### config.mk
export PLATFORM = sky130hd
export DESIGN_NAME = pc_stack_param
export DESIGN_NICKNAME = d
export VERILOG_FILES = /design/src/rtl/pc_stack_param.sv
export SDC_FILE = /design/constraint.sdc
export NUM_CORES = 1
export LEC_CHECK = 0
export CAP_MARGIN = 25
export CORE_MARGIN = 2
export CORE_UTILIZATION = 25
export DETAILED_ROUTE_END_ITERATION = 16
export PLACE_DENSITY = 0.49
export SYNTH_ARGS = -nofsm -noshare
export SYNTH_HDL_FRONTEND = slang
export SYNTH_SLANG_ARGS = --single-unit
### constraint.sdc
create_clock -name clock -period 4.8 [get_ports clock]
set_input_delay 0.96 -clock clock [delete_from_list [all_inputs] [get_ports clock]]
set_output_delay 0.96 -clock clock [all_outputs]
set_load 0.005 [all_outputs]
### src/rtl/pc_stack_param.sv
// Program-counter stack with serial, word-at-a-time address fetch.
// The active slot is incremented one word per fetch sub-cycle with a
// rippled carry, then call/return/jump is applied on the execute cycle.
module pc_stack_param #(
  parameter  int WORD_W = 4,
  parameter  int NWORDS = 3,
  parameter  int DEPTH  = 4,
  localparam int AW     = WORD_W * NWORDS,
  localparam int SW     = $clog2(DEPTH)
) (
  input  logic              clock,
  input  logic              reset,
  input  logic [2:0]        cycle,
  input  logic [1:0]        control,
  input  logic [AW-1:0]     target,
  input  logic              clear_flags,
  output logic [AW-1:0]     pc,
  output logic              pc_enable,
  output logic [WORD_W-1:0] pc_word,
  output logic [SW-1:0]     sp,
  output logic [SW-1:0]     level,
  output logic              overflow,
  output logic              underflow
);

  typedef enum logic [1:0] {
    OP_HOLD = 2'd0,
    OP_PUSH = 2'd1,
    OP_POP  = 2'd2,
    OP_JUMP = 2'd3
  } op_e;

  localparam logic [2:0]    EXEC_CYCLE = 3'(NWORDS);
  localparam logic [SW-1:0] LEVEL_MAX  = SW'(DEPTH - 1);

  logic [AW-1:0]     slot_q [DEPTH];
  logic [SW-1:0]     sp_q;
  logic [SW-1:0]     level_q;
  logic              carry_q;
  logic              overflow_q;
  logic              underflow_q;

  logic [WORD_W-1:0] word_sel;
  logic              word_active;
  logic              inc_bit;
  logic [WORD_W:0]   word_sum;
  logic [AW-1:0]     pc_inc;
  logic [SW-1:0]     sp_up;
  logic [SW-1:0]     sp_down;
  op_e               op;

  assign op      = op_e'(control);
  assign pc      = slot_q[sp_q];
  assign sp_up   = sp_q + 1'b1;
  assign sp_down = sp_q - 1'b1;

  // Pick the address word named by the sub-cycle; other cycles drive zero.
  always_comb begin
    word_sel    = '0;
    word_active = 1'b0;
    for (int k = 0; k < NWORDS; k++) begin
      if (cycle == 3'(k)) begin
        word_sel    = pc[k*WORD_W +: WORD_W];
        word_active = 1'b1;
      end
    end
  end

  assign pc_word   = word_sel;
  assign pc_enable = word_active;

  // Word 0 gets the +1, higher words absorb the carry from the previous word.
  assign inc_bit  = (cycle == 3'd0) ? 1'b1 : carry_q;
  assign word_sum = {1'b0, word_sel} + {{WORD_W{1'b0}}, inc_bit};

  // Splice the incremented word back into the full address.
  always_comb begin
    pc_inc = pc;
    for (int k = 0; k < NWORDS; k++) begin
      if (cycle == 3'(k)) begin
        pc_inc[k*WORD_W +: WORD_W] = word_sum[WORD_W-1:0];
      end
    end
  end

  // Stack, pointer, depth and flag state; a set event overrides a clear.
  always_ff @(posedge clock) begin
    if (!reset) begin
      for (int i = 0; i < DEPTH; i++) begin
        slot_q[i] <= '0;
      end
      sp_q        <= '0;
      level_q     <= '0;
      carry_q     <= 1'b0;
      overflow_q  <= 1'b0;
      underflow_q <= 1'b0;
    end else begin
      if (clear_flags) begin
        overflow_q  <= 1'b0;
        underflow_q <= 1'b0;
      end
      if (word_active) begin
        // Carry out of the top word lands in carry_q but is never consumed,
        // since the next fetch restarts at word 0 with a fresh +1.
        slot_q[sp_q] <= pc_inc;
        carry_q      <= word_sum[WORD_W];
      end else if (cycle == EXEC_CYCLE) begin
        case (op)
          OP_JUMP: slot_q[sp_q] <= target;
          OP_PUSH: begin
            slot_q[sp_up] <= target;
            sp_q          <= sp_up;
            if (level_q != LEVEL_MAX) level_q <= level_q + 1'b1;
            else                      overflow_q <= 1'b1;
          end
          OP_POP: begin
            sp_q <= sp_down;
            if (level_q != '0) level_q <= level_q - 1'b1;
            else               underflow_q <= 1'b1;
          end
          default: ;
        endcase
      end
    end
  end

  assign sp        = sp_q;
  assign level     = level_q;
  assign overflow  = overflow_q;
  assign underflow = underflow_q;

endmodule

==> results of run 1 <==
## registers in the layout, summed over array words and instances, names as in the netlist, named ones only
name and cells:
underflow 1, level 2, slot_q 48, overflow 1, sp 2, carry_q 1
## power groups by stage
stage | Clock (mW) | Sequential, mW | Combinational, mW
6_report | 0.624 | 0.568 | 0.174
4_1_cts | 0.633 | 0.569 | 0.175
3_3_place_gp | 0 | 0.577 | 0.175
2_1_floorplan | 0 | 0.574 | 0.0976
3_5_place_dp | 0 | 0.578 | 0.174
5_1_grt | 0.655 | 0.570 | 0.190
## through the flow
stage | util, % | instance area [um^2] | worst slack, ps
after floorplan | - | 3200 | 1660
after global placement | 30.4 | 3820 | 819
after detailed placement | 30.4 | 3820 | 740
after CTS | 32.7 | 4110 | 741
after global routing | 32.7 | 4110 | 612
final | 32.7 | 4110 | 694
## path summary, 6_finish.rpt
check / end / slack, ps / start
setup / recovery: pc_word[3] / 690 / cycle[0]
hold / removal: overflow$_SDFF_PN0_ / 490 / overflow$_SDFF_PN0_
setup reg to reg: slot_q[0][10]$_SDFFCE_PN0P_ / 1320 / flop
hold reg to reg: overflow$_SDFF_PN0_ / 490 / overflow$_SDFF_PN0_
## kinds of logic after synthesis
kind of cell,after synthesis,synth area share [%]
simple gates,122,18.9
flops,57,50.7
compound gates,49,10.8
buf+inv,31,4.53
mux,27,12.1
fa+ha+maj,5,1.95
xor+xnor,4,1.09
## layout by cell type, fill, tap and decap left out, types with 2 or more instances in the layout
| cell | instances |
|---|---|
| nand2b_1 | 7 |
| nand2_1 | 27 |
| clkinv_2 | 2 |
| ha_1 | 5 |
| o31ai_1 | 2 |
| nor2b_1 | 8 |
| clkbuf_1 | 3 |
| inv_1 | 15 |
| a31oi_1 | 10 |
| a21boi_0 | 3 |
| clkbuf_16 | 9 |
| mux2_2 | 4 |
| edfxtp_1 | 48 |
| a22oi_1 | 6 |
| mux4_2 | 5 |
| or3_4 | 2 |
| a32oi_1 | 3 |
| o211ai_1 | 2 |
| clkdlybuf4s50_1 | 42 |
| buf_4 | 10 |
| nand3_1 | 7 |
| a21oi_1 | 9 |
| nor2_1 | 45 |
| xnor2_1 | 4 |
| nor3_1 | 5 |
| or3_1 | 4 |
| mux4_1 | 3 |
| or4_1 | 2 |
| nand4_1 | 4 |
| mux2i_1 | 15 |
| and2_1 | 5 |
| dfxtp_1 | 9 |
| o21ai_0 | 8 |
## synth_stat cells (2+ instances only)
library cell	count	area, um^2
edfxtp_1	48	1440
nor2_1	45	169
nand2_1	27	101
inv_1	15	56.3
mux2i_1	15	150
a31oi_1	10	62.6
a21oi_1	9	45.0
clkbuf_1	9	33.8
dfxtp_1	9	180
nor2b_1	8	50.1
o21ai_0	8	40.0
nand2b_1	7	43.8
nand3_1	7	35.0
a22oi_1	6	45.0
and2_1	5	31.3
ha_1	5	62.6
mux4_2	5	113
nor3_1	5	25.0
mux2_2	4	45.0
nand4_1	4	25.0
or3_1	4	25.0
xnor2_1	4	35.0
a21boi_0	3	22.5
a32oi_1	3	26.3
buf_4	3	22.5
mux4_1	3	78.8
buf_2	2	10.0
buf_6	2	22.5
o211ai_1	2	15.0
o31ai_1	2	15.0
or3_4	2	22.5
or4_1	2	15.0
## area by class of cell
type                       count  area share [%]
clock buffer                  13            6.08
clock inverter                 3           0.974
inverter                      15            1.37
multi-input combinational    207            34.9
sequential                    57            39.4
tap                          172            5.23
timing repair buffer          52            12.0
## layer usage
metal  vias to the layer above  GRT usage (%)
met2                        67           20.7
met3                        12           3.14
met5                         -              0
met1                      1154           19.5
met4                         0           5.65
li1                       1187              -
## worst reg2reg max path, stage by stage (launching register included)
cell     delay [ps]
dfxtp_1         550
buf_4           320
mux4_2          600
mux2i_1         170
nor2_1           50
a21oi_1         120
nor2_1           90
ha_1            250
ha_1            240
or4_1           550
nand4_1         110
a22oi_1         140
nor2_1          130
==> results_dict.tcl, run 1 <==
set metrics [dict create \
    floorplan.die_area_um2 13700 \
    internal-power_mw 1.05 \
    cpMostUsedCell "clkdlybuf4s50_1" \
    total_power_mw 1.37 \
    area_occupied_by_multi_input_gates_um2 1430 \
    critPathBufInv 2 \
    postSynth.asyncResetShare_pct 0 \
    power.density_cell_area_nw_per_um2 332 \
    timing.hold.ws_ps 487 \
    grt.overflow.total 0 \
    post-route-period-util_pct 85.5 \
    count_of_flip_flops_with_a_built_in_enable_after_synthesis 48 \
    stdcell_count 519 \
    hpwl_um 6490 \
    timing.final.crit_period_ps 4110 \
    worstPathRequired_ps 3840 \
    floorplan.rows 41 \
    setup.worst_path.class "in2out" \
    synth.cell_area_um2 3200 \
    maxSlewViolCount 0 \
    worst_path_top_cell_family_by_delay "buffers and inverters" \
    ys_ff_latch 57 \
    start_kind "input port" \
    num-fill-cells 1294 \
    first_iter_violations 199 \
    portbufs 42 \
    route.detailed.drc 0 \
    share_seq_of_total_power_pct 41.6 \
    die_height_um 117 \
    critical-path-max-stage-delay_ps 730 \
    power.static_leakage_nw 1.48 \
    net-switching-power_mw 0.314 \
    antenna_cells 0 \
    p_comb_share_pct 12.7 \
    hold_path.class "reg2reg" \
    timing.hold.worst_path_depth 2 \
    placedCellCount 503 \
    clockBufferDepth 2 \
    cts_inserted_buffers 9 \
    ir_worst_vdd_uv 178 \
    wire_per_inst_um 17.5 \
    antenna_left 0 \
    cts_tree "yes" \
    wl_met2_um 4040 \
    route.vias.total 2420 \
    floorplan_core_area_um2 12600 \
    critPathCaptureType "output port" \
    timing_hold_violations_final 0 \
    wirelength_met1_um 4420 \
    syn_area_per_cell_um2 10.8 \
    routed_via_density 4.66 \
    clkPwrFrac_pct 45.7 \
    top_layer "met4" \
    insertion_delay_ps 320 \
    final-setup-viol-count 0 \
    die_x_um 117 \
    cap_violations 0 \
    grt_antenna_before_repair 0 \
    htreeDepth 3 \
    ys.warnings.count 0 \
    postCtsResizedCells 0 \
    tns_setup_ps 0 \
    final_layout_size_suffix_gt1_share_pct 11.2 \
    numClockSinks 57 \
    detailedRoute.firstPassIterationCount 4 \
    grt_max_degree 19 \
    crit_path_max_fanout 11 \
    register_area_um2 1620 \
    slew_headroom_pct 50.2 \
    cts-hold-fix-buffers 0 \
    cp.depth 6 \
    worstMarginPinSlew_ps 745 \
    power.switching_fraction_pct 23.0 \
    synth_ff_type "edfxtp_1" \
    syn-instance-count 295 \
    timing.critical_path.arrival_ps 3150 \
    cp_slowest_cell "clkdlybuf4s50_1" \
    track_usage_pct 13.9 \
    initial_utilization_pct 25.5 \
    boundaryPins 43 \
    rsz_0062_raised_after_global_routing "no" \
    clock-root-buffer "clkbuf_16" \
    result_of_the_run "finished, final reports clean" \
    fin_skew_ps 7.70 \
    synth_fp_nets 320 \
    cts_setup_buffers 0 \
    first_pass_grt_wire_length_um 13700 \
    first_global_vias 2315 \
    ff2ff_path_depth 12 \
    wire_length_on_met3_um 440 \
    post_synth_num_cell_types 44 \
    gp_routability_congestion 0.845 \
    fin_nets 367 \
    timing.critical_path.cells "clkdlybuf4s50_1 -> nor2b_1 -> nand2_1 -> and2_1 -> nor2_1 -> clkdlybuf4s50_1" \
    cts.clk_slew.worst_paths_ps 50 \
    post_route_wl_um 9070 \
    max_freq_mhz 244 \
    areaGrowthSynthToFinish_pct 28.5 \
    synth-seq-area-share_pct 50.7 \
]
(Power assumes the default switching activity.)
==> run 2: changes to the inputs <==
--- a/config.mk
+++ b/config.mk
@@ -9,6 +9,7 @@
 export CORE_MARGIN = 2
 export CORE_UTILIZATION = 25
 export DETAILED_ROUTE_END_ITERATION = 16
+export MAX_ROUTING_LAYER = met4
 export PLACE_DENSITY = 0.49
 export SYNTH_ARGS = -nofsm -noshare
 export SYNTH_HDL_FRONTEND = slang
==> run 2 against run 1 <==
Worst setup slack worse by 3.5 ps. Highest routed layer unchanged. Register-to-register slack hardly changed. Largest power group unchanged. Critical path type unchanged. Sequential power hardly changed. Power is 0.18% higher. Largest cell class unchanged. Clock skew hardly changed. Clock-buffer cell count stayed put. Wire length is 0.23% higher.
==> results_dict.tcl, run 2 (synthesis gave the netlist of run 1 again) <==
set metrics [dict create \
    floorplan.rows 41 \
    cts.clk_slew.worst_paths_ps 50 \
    post-route-period-util_pct 85.6 \
    cts-hold-fix-buffers 0 \
    route.vias.total 2428 \
    hold_path.class "reg2reg" \
    gp_routability_congestion 0.858 \
    antenna_left 0 \
    areaGrowthSynthToFinish_pct 28.5 \
    hpwl_um 6490 \
    initial_utilization_pct 25.5 \
    routed_via_density 4.68 \
    final_layout_size_suffix_gt1_share_pct 11.2 \
    cts_tree "yes" \
    post_route_wl_um 9090 \
    numClockSinks 57 \
    floorplan.die_area_um2 13700 \
    detailedRoute.firstPassIterationCount 4 \
    fin_skew_ps 7.92 \
    timing.final.crit_period_ps 4110 \
    wl_met2_um 4020 \
    top_layer "met4" \
    most-common-layout-cells "edfxtp_1 (48), nor2_1 (45), clkdlybuf4s50_1 (42)" \
    portbufs 42 \
    power.density_cell_area_nw_per_um2 333 \
    setup.worst_path.class "in2out" \
    wire_length_on_met3_um 317 \
    result_of_the_run "finished, final reports clean" \
    tns_setup_ps 0 \
    insertion_delay_ps 330 \
    largest_register "slot_q" \
    first_pass_grt_wire_length_um 13700 \
    critPathCaptureType "output port" \
    wirelength_met1_um 4560 \
    grt_antenna_before_repair 0 \
    first_iter_violations 182 \
    worstPathRequired_ps 3840 \
    antenna_cells 0 \
    power.static_leakage_nw 1.48 \
    cts_setup_buffers 0 \
    mostFrequentLayoutCell "edfxtp_1" \
    boundaryPins 43 \
    grt.overflow.total 0 \
    floorplan_core_area_um2 12600 \
    track_usage_pct 14.3 \
    final-setup-viol-count 0 \
    total_power_mw 1.37 \
    htreeDepth 3 \
    start_kind "input port" \
    first_global_vias 2312 \
    rsz_0062_raised_after_global_routing "no" \
    wire_per_inst_um 17.5 \
    fin_nets 367 \
    worstMarginPinSlew_ps 740 \
    ir_worst_vdd_uv 179 \
    maxSlewViolCount 0 \
    clock-root-buffer "clkbuf_16" \
    postCtsResizedCells 0 \
    die_x_um 117 \
    cap_violations 0 \
    slew_headroom_pct 50.6 \
    clockBufferDepth 2 \
    largest_register_ffs 48 \
    cts_inserted_buffers 9 \
    max_freq_mhz 243 \
    timing.critical_path.arrival_ps 3150 \
    die_height_um 117 \
    route.detailed.drc 0 \
    crit_path_max_fanout 11 \
    timing_hold_violations_final 0 \
    grt_max_degree 19 \
]
==> run 2: cell counts in the layout (fill, tap and decap cells not counted) <==
Identical to the previous run, type by type.
==> run 2: path summary, 6_finish.rpt <==
check | startpoint | to | slack [ps] | cells past startpoint
worst max-delay path | cycle[0] | pc_word[3] | 690 | 6
worst min-delay path | overflow$_SDFF_PN0_ | overflow$_SDFF_PN0_ | 490 | 2
worst max register to register | flop | slot_q[0][10]$_SDFFCE_PN0P_ | 1330 | 12
worst min register to register | overflow$_SDFF_PN0_ | overflow$_SDFF_PN0_ | 490 | 2
==> run 2: cell type report <==
type	instances	area (um^2)
sequential	57	1620
clock inverter	3	40.0
timing repair buffer	52	495
inverter	15	56.3
fill	1294	8460
tap	172	215
clock buffer	13	250
multi-input combinational	207	1430
==> run 2: routing by layer <==
layer / global-route usage, % / up-vias
met5: - / -
met3: 3.04 / 14
li1: - / 1189
met4: 5.65 / 0
met2: 20.8 / 48
met1: 19.5 / 1177
==> run 2: critical path, stage by stage <==
cell             delay (ps)
clkdlybuf4s50_1         740
nor2b_1                 350
nand2_1                 160
and2_1                  230
nor2_1                  170
clkdlybuf4s50_1         540
==> run 2: power breakdown <==
| group | total, mW | switching, mW | leakage [nW] | internal, mW |
|---|---|---|---|---|
| Combinational | 0.174 | 0.0956 | 0.765 | 0.0785 |
| Sequential | 0.568 | 0.00788 | 0.571 | 0.560 |
| Clock | 0.626 | 0.213 | 0.144 | 0.414 |
==> run 2: metrics by stage <==
step           hold slack (ps)  setup slack, ps  utilization, %  cells  area, um^2
2_1_floorplan              452             1660               -    295        3200
3_3_place_gp               478              819            30.4    503        3820
3_5_place_dp               482              740            30.4    503        3820
4_1_cts                    493              741            32.7    519        4110
5_1_grt                    507              612            32.7    519        4110
6_report                   487              690            32.7    519        4110
==> run 3: changes to the inputs <==
--- a/config.mk
+++ b/config.mk
@@ -9,6 +9,7 @@
 export CORE_MARGIN = 2
 export CORE_UTILIZATION = 25
 export DETAILED_ROUTE_END_ITERATION = 16
+export HOLD_SLACK_MARGIN = 0.06
 export MAX_ROUTING_LAYER = met4
 export PLACE_DENSITY = 0.49
 export SYNTH_ARGS = -nofsm -noshare
==> results of run 3 <==
No change in the layout: final DEF, timing and power equal those of run 2.
